File: src/rtl/seq_divider_4bit.sv
// Sequential unsigned restoring divider: one quotient bit per clock, WIDTH cycles busy,
// then a one-cycle done pulse with registered quotient/remainder/div_by_zero.
module seq_divider_4bit #(
    parameter int WIDTH = 4
) (
    input  logic             clk_i,
    input  logic             rst_i,
    input  logic             start_i,
    input  logic [WIDTH-1:0] dividend_i,
    input  logic [WIDTH-1:0] divisor_i,
    output logic             busy_o,
    output logic             done_o,
    output logic [WIDTH-1:0] quotient_o,
    output logic [WIDTH-1:0] remainder_o,
    output logic             div_by_zero_o
);

    localparam int CW = $clog2(WIDTH) + 1;

    typedef enum logic [1:0] {
        S_IDLE = 2'd0,
        S_RUN  = 2'd1,
        S_DONE = 2'd2
    } state_t;

    state_t           state_q, state_d;
    logic [WIDTH:0]   r_q, r_d;
    logic [WIDTH-1:0] q_q, q_d;
    logic [WIDTH-1:0] d_q, d_d;
    logic [CW-1:0]    cnt_q, cnt_d;
    logic             zf_q, zf_d;
    logic [WIDTH-1:0] quot_q, quot_d;
    logic [WIDTH-1:0] rem_q, rem_d;
    logic             dbz_q, dbz_d;

    logic [WIDTH:0]   shifted;
    logic [WIDTH:0]   trial;

    always_ff @(posedge clk_i) begin
        if (rst_i) begin
            state_q <= S_IDLE;
            r_q     <= '0;
            q_q     <= '0;
            d_q     <= '0;
            cnt_q   <= '0;
            zf_q    <= 1'b0;
            quot_q  <= '0;
            rem_q   <= '0;
            dbz_q   <= 1'b0;
        end else begin
            state_q <= state_d;
            r_q     <= r_d;
            q_q     <= q_d;
            d_q     <= d_d;
            cnt_q   <= cnt_d;
            zf_q    <= zf_d;
            quot_q  <= quot_d;
            rem_q   <= rem_d;
            dbz_q   <= dbz_d;
        end
    end

    always_comb begin
        state_d = state_q;
        r_d     = r_q;
        q_d     = q_q;
        d_d     = d_q;
        cnt_d   = cnt_q;
        zf_d    = zf_q;
        quot_d  = quot_q;
        rem_d   = rem_q;
        dbz_d   = dbz_q;

        // Bring down the next dividend bit, then try subtracting the divisor.
        shifted = {r_q[WIDTH-1:0], q_q[WIDTH-1]};
        trial   = shifted - {1'b0, d_q};

        case (state_q)
            S_IDLE, S_DONE: begin
                state_d = S_IDLE;
                if (start_i) begin
                    state_d = S_RUN;
                    q_d     = dividend_i;
                    d_d     = divisor_i;
                    r_d     = '0;
                    cnt_d   = '0;
                    zf_d    = (divisor_i == '0);
                end
            end
            S_RUN: begin
                if (!trial[WIDTH]) begin
                    r_d = trial;
                    q_d = {q_q[WIDTH-2:0], 1'b1};
                end else begin
                    r_d = shifted;
                    q_d = {q_q[WIDTH-2:0], 1'b0};
                end
                cnt_d = cnt_q + CW'(1);
                // Results are latched together with the final iteration.
                if (cnt_q == CW'(WIDTH - 1)) begin
                    state_d = S_DONE;
                    quot_d  = q_d;
                    rem_d   = r_d[WIDTH-1:0];
                    dbz_d   = zf_q;
                end
            end
            default: state_d = S_IDLE;
        endcase
    end

    assign busy_o        = (state_q == S_RUN);
    assign done_o        = (state_q == S_DONE);
    assign quotient_o    = quot_q;
    assign remainder_o   = rem_q;
    assign div_by_zero_o = dbz_q;

endmodule
File: config.mk
export PLATFORM = sky130hd
export DESIGN_NAME = seq_divider_4bit
export DESIGN_NICKNAME = d
export VERILOG_FILES = /design/src/rtl/seq_divider_4bit.sv
export SDC_FILE = /design/constraint.sdc
export NUM_CORES = 1
export LEC_CHECK = 0
export CAP_MARGIN = 0
export CORE_ASPECT_RATIO = 1.4
export CORE_MARGIN = 2
export CORE_UTILIZATION = 54
export CTS_BUF_LIST = sky130_fd_sc_hd__clkbuf_2
export DETAILED_ROUTE_END_ITERATION = 6
export GPL_TIMING_DRIVEN = 0
export PLACE_DENSITY_LB_ADDON = 0.12
export SYNTH_ARGS = -nofsm -noshare
export SYNTH_HDL_FRONTEND = slang
export SYNTH_SLANG_ARGS = --single-unit
File: constraint.sdc
create_clock -name clk_i -period 2.8 [get_ports clk_i]
set_input_delay 0.42 -clock clk_i [delete_from_list [all_inputs] [get_ports clk_i]]
set_output_delay 0.42 -clock clk_i [all_outputs]
set_load 0.02 [all_outputs]
==> run metrics, run 1 <==
status=finished, final reports clean; Critical Path, Cell by Cell=nand2b_4 > inv_2 > clkbuf_1 > clkdlybuf4s50_1; DR iter-0 viols=33; CP Buf/Inv Count=3; Reg-to-Reg End=remainder_o[3]; port bufs=21; FF-to-FF path depth=8; initial core utilization=56.2%; vias=1224; GRT overflow=0; Filler cells=210; register area share after synthesis=roughly two fifths; vias in the first global route=1195; Crit. path cell count=4; Max Cap Violations=0; DP Area=1570 sq um; reg2reg setup slack=about 0.48 ns; clock sink count=27; Mapped Cells=between 150 and 200; Yosys reg bits=27; hold depth=2; crit share post-route=88.3%; commonest non-fill, non-tap cells in the layout=nand2_1, dfxtp_1, clkdlybuf4s50_1, a21oi_1, nor2_1; Skew-Pair Late Insertion Delay=0.35 ns; WL/cell=14.0 um; post-synth top area share=between 40% and 50%; # diodes=0; CTS HTree Levels=1; Hold Crit Start=quotient_o[2]; Setup TNS Final=0 ns; Final Wtd Congestion=around 0.89; Clock transition at path regs=0.24 ns; first-pass GRT wire length=5.17 mm; EDFF count, synth=0; fin nets=209; R2R Path Start=q_q[3]; Most used DFF post-synth=dfxtp_1; Ports=22; Max Fanout on Critical Path=10; Post CTS Setup Buffer Count=0; crit end category=output pin; via/cell ratio=5.75; core outline area=around 2400 sq um; Post-Place Setup Slack=0.557 ns; normalized max-slew margin=62.0%; area leader, netlist=dfxtp_1; Worst-Margin Slew=0.566 ns; worst hold path type=reg -> reg; CTS Hold Bufs=0; Hold Vio Cnt, Final=0; layout cells sized above 1=5.26%; DPL Wire Length=2.29 mm; Final WS setup=0.328 ns; Fmax=between 400 and 500 MHz; CTS resizes=0; peak supply drop=approximately 0.3 mV; clk buf depth=2; Die H=62.7 um; Die X=45.9 um; Final setup viols=0; Lkg Pwr=0.000581 uW; critical path startpoint category=register; Total GRT Usage=23.8%; Tmin final=2.47 ns; Slew Viols, Final=0; drt total wl=2.98 mm; cell family contributing the most delay on the critical path=buffers and inverters; unrepaired setup endpoints after global routing=no; CP arrival=2.05 ns; placed cells=209; Yosys cell types=38; drt pass-1 iters=4; full die area=2880 sq um; final instance area=1590 sq um; CTS root buffer=clkbuf_2; Critical Path RT=2.38 ns; commonest non-fill, non-tap cell in the layout=nand2_1; cts bufs inserted=3; P per Cell Area=476 nW/um^2; Crit Path Category=reg -> out; DRC=0; CTS tree=done; post-synthesis cell area=1330 sq um; antenna violations before repair=0; Area Overhead vs Synth=19.5%; Avg Cell Area, Syn=8.06 sq um; pin count of the biggest net entering global routing=16; Endpoint, Worst Hold=quotient_o[2]; DRT antenna net count=0; Slowest-stage cell, CP=clkdlybuf4s50_1; asr flop ratio synth=0%; Layout Cells excl Fill=213; Rows=21; largest cells by area after synthesis=dfxtp_1, nand2_1, a21oi_1; clock skew=between 0.003 and 0.004 ns; Net Count, Synth=183; Ys Warns=0; max incr delay on CP=between 0.6 and 0.7 ns
[area by class of cell]
| cell class | count | area, sq um | share of cell area, % |
|---|---|---|---|
| inverter | 9 | 33.8 | 2.13 |
| clock inverter | 1 | 5.00 | 0.315 |
| timing repair buffer | 21 | 210 | 13.2 |
| sequential | 27 | 541 | 34.0 |
| buffer | 10 | 38.8 | 2.44 |
| multi-input combinational | 119 | 717 | 45.1 |
| clock buffer | 3 | 15.0 | 0.945 |
| tap | 23 | 28.8 | 1.81 |
[logic make-up (layout without fill, tap and decap cells)]
logic type | after synthesis | count (layout) | synth area share (%)
buf+inv | 19 | 44 | 5.46
flops | 27 | 27 | 40.6
simple gates | 73 | 73 | 27.7
fa+ha+maj | 7 | 7 | 7.15
compound gates | 38 | 38 | 18.4
xor+xnor | 1 | 1 | 0.659
[metrics by stage]
stage	util, %	hold slack [ns]	total power (uW)
global route	67.2	0.490	802
global placement	66.3	0.444	610
detailed placement	66.3	0.448	614
floorplan	-	0.432	560
finish	67.2	0.471	756
CTS	67.2	0.475	761
[cell usage after synthesis, drive strengths merged, types with 2 or more instances]
master	number
a311oi	5
o211ai	2
a21oi	17
nand4b	2
nand2	28
a22oi	2
nor2	16
and3	3
o31ai	3
o21ai	4
inv	9
nor2b	2
nand3b	4
nand2b	5
clkbuf	9
ha	6
dfxtp	27
nand3	6
[worst register-to-register path, stage by stage (launching register included)]
cell and delay [ns]:
dfxtp_1 0.38, inv_1 0.07, ha_1 0.16, inv_1 0.05, fa_1 0.40, and3_4 0.19
o21ai_1 0.47, nand4b_1 0.23, a311oi_1 0.30
[state kept, by name, indices dropped and copies added (netlist names)]
signal and cells:
r_q 4, quotient_o 4, zf_q 1, state_q 2
remainder_o 4, q_q 4, div_by_zero_o 1, cnt_q 3
d_q 4
[worst max-delay path by stage]
stage,start,slack (ns),to
finish,state_q[0],0.33,busy_o
global route,state_q[0],0.21,busy_o
CTS,state_q[0],0.33,busy_o
detailed placement,q_q[3],0.56,remainder_o[3]
global placement,q_q[3],0.62,remainder_o[3]
floorplan,q_q[3],0.79,r_q[0]
[report_power, final]
group / leakage [uW] / switching (uW) / total (uW) / internal, uW
clock: 0.0000164 / 115 / 147 / 32.4
combinational: 0.000345 / 108 / 191 / 83.1
sequential: 0.000220 / 14.8 / 418 / 403
total: 0.000581 / 237 / 756 / 518
[per-layer routing]
layer / share of wire, % / wire length [um] / vias up / global-route usage (%)
met4: 2.0 / 59 / 0 / 8.93
met2: 53 / 1570 / 26 / 40.6
met3: 2.7 / 80 / 7 / 3.47
met1: 43 / 1270 / 569 / 28.7
li1: - / - / 622 / -
met5: 0 / 0 / - / 0
Power figures use the tool's default switching activity.
==> run 2: changes to the inputs <==
Settings changed: MAX_ROUTING_LAYER from default to met4.
==> run metrics, run 2 (synthesis gave the netlist of run 1 again) <==
status=finished, final reports clean; via/cell ratio=5.71 (-0.57%); Crit Path Category=reg -> out; initial core utilization=56.2% (unchanged); Final Wtd Congestion=0.910 (+2.0%); WL/cell=14.2 um (+1.5%); crit share post-route=88.7% (+0.39 points); Die X=45.9 um (unchanged); Ports=22 (unchanged); Worst-Margin Slew=0.540 ns (-0.0255 ns); fin nets=209 (unchanged); cell family contributing the most delay on the critical path=buffers and inverters; cts bufs inserted=3 (unchanged); max incr delay on CP=0.70 ns (about the same); unrepaired setup endpoints after global routing=no; layout cells sized above 1=5.26% (unchanged); Critical Path RT=2.38 ns (about the same); Critical Path, Cell by Cell=nand2b_4 > inv_2 > clkbuf_1 > clkdlybuf4s50_1; Fmax=403 MHz (-0.44%); area occupied by multi-input gates=717 sq um (unchanged); Slowest-stage cell, CP=clkdlybuf4s50_1; P per Cell Area=479 nW/um^2 (+0.79%); antenna violations before repair=0 (unchanged); CP arrival=2.06 ns (about the same); vias in the first global route=1200 (+0.42%); first-pass GRT wire length=5.22 mm (+0.93%); pin count of the biggest net entering global routing=15 (-1); DRC=0 (unchanged); R2R Path Start=q_q[3]; Filler cells=211 (+0.48%); Final setup viols=0 (unchanged); Setup TNS Final=0 ns (unchanged); clk buf depth=2 (unchanged); Skew-Pair Late Insertion Delay=0.36 ns (about the same); Max Cap Violations=0 (unchanged); CTS HTree Levels=1 (unchanged); FF/Latch Area=541 sq um (unchanged); final hold slack=0.470 ns (-0.000800 ns); Area Overhead vs Synth=19.5% (unchanged); Tmin final=2.48 ns (+0.0109 ns); CTS root buffer=clkbuf_2; Lkg Pwr=0.000581 uW (about the same); launch point of the critical path=state_q[0]; # diodes=0 (unchanged); Hold Crit Start=d_q[1]; DPL Wire Length=2.31 mm (+0.98%); CTS Hold Bufs=0 (unchanged); GRT overflow=0 (unchanged); clock sink count=27 (unchanged); reg2reg setup slack=0.56 ns (+0.08 ns); Hold Vio Cnt, Final=0 (unchanged); Max Fanout on Critical Path=10 (unchanged); DR iter-0 viols=28 (-15%); CTS resizes=0 (unchanged); Rows=21 (unchanged); vias=1217 (-0.57%); Slew Viols, Final=0 (unchanged); commonest non-fill, non-tap cells in the layout=nand2_1, dfxtp_1, clkdlybuf4s50_1, a21oi_1, nor2_1; normalized max-slew margin=63.7% (+1.7 points); CTS tree=done; Die H=62.7 um (unchanged); drt pass-1 iters=5 (+1); port bufs=21 (unchanged); Clock transition at path regs=0.23 ns (about the same); commonest non-fill, non-tap cell in the layout=nand2_1; Total GRT Usage=24.6% (+0.73 points); drt total wl=3.02 mm (+1.5%); peak supply drop=0.358 mV (+19%); DRT antenna net count=0 (unchanged); crit end category=output pin; CP Buf/Inv Count=3 (unchanged); Post CTS Setup Buffer Count=0 (unchanged); clock skew=0.0109 ns (+0.00709 ns); core outline area=2360 sq um (unchanged); worst hold path type=reg -> reg; critical path startpoint category=register; full die area=2880 sq um (unchanged)
run 2: cell count changes in the layout (fill, tap and decap cells not counted), sizes merged:
cell,delta
clkbuf,+1
clkinv,-1
run 2: layout make-up:
cell class                 instances  share of cell area, %
timing repair buffer              21                   13.2
multi-input combinational        119                   45.1
buffer                            10                   2.44
tap                               23                   1.81
clock buffer                       4                   1.26
inverter                           9                   2.13
sequential                        27                   34.0
run 2: worst paths after layout:
path / end / cells past startpoint
worst min register to register: d_q[1] / 2
worst min-delay path: d_q[1] / 2
worst max register to register: remainder_o[3] / 8
worst max-delay path: busy_o / 4
run 2: through the flow:
stage               setup slack, ns  util (%)  total power, uW  instance area [sq um]  cells
floorplan                     0.787         -              560                   1330    165
global placement              0.611      66.3              610                   1570    209
detailed placement            0.609      66.3              617                   1570    209
CTS                           0.319      67.2              763                   1590    213
global route                  0.195      67.2              804                   1590    213
finish                        0.317      67.2              762                   1590    213
run 2: report_power, final:
part / total [uW] / internal [uW] / switching, uW / leakage (uW)
combinational: 194 / 83.3 / 110 / 0.000345
clock: 150 / 37.7 / 113 / 0.0000166
sequential: 418 / 403 / 15.0 / 0.000220
run 2: layer usage:
layer / vias up / share of wire [%] / track usage [%]
li1: 621 / - / -
met1: 565 / 42 / 30.1
met2: 24 / 53 / 38.4
met3: 7 / 3.1 / 4.05
met4: 0 / 2.1 / 10.7
met5: - / 0 / -
run 2: worst register-to-register path, stage by stage, from the launching register on:
cell,delay [ns]
dfxtp_1,0.38
inv_1,0.06
ha_1,0.16
inv_1,0.06
fa_1,0.40
and3_4,0.19
o21ai_1,0.45
nand4b_1,0.21
a311oi_1,0.27
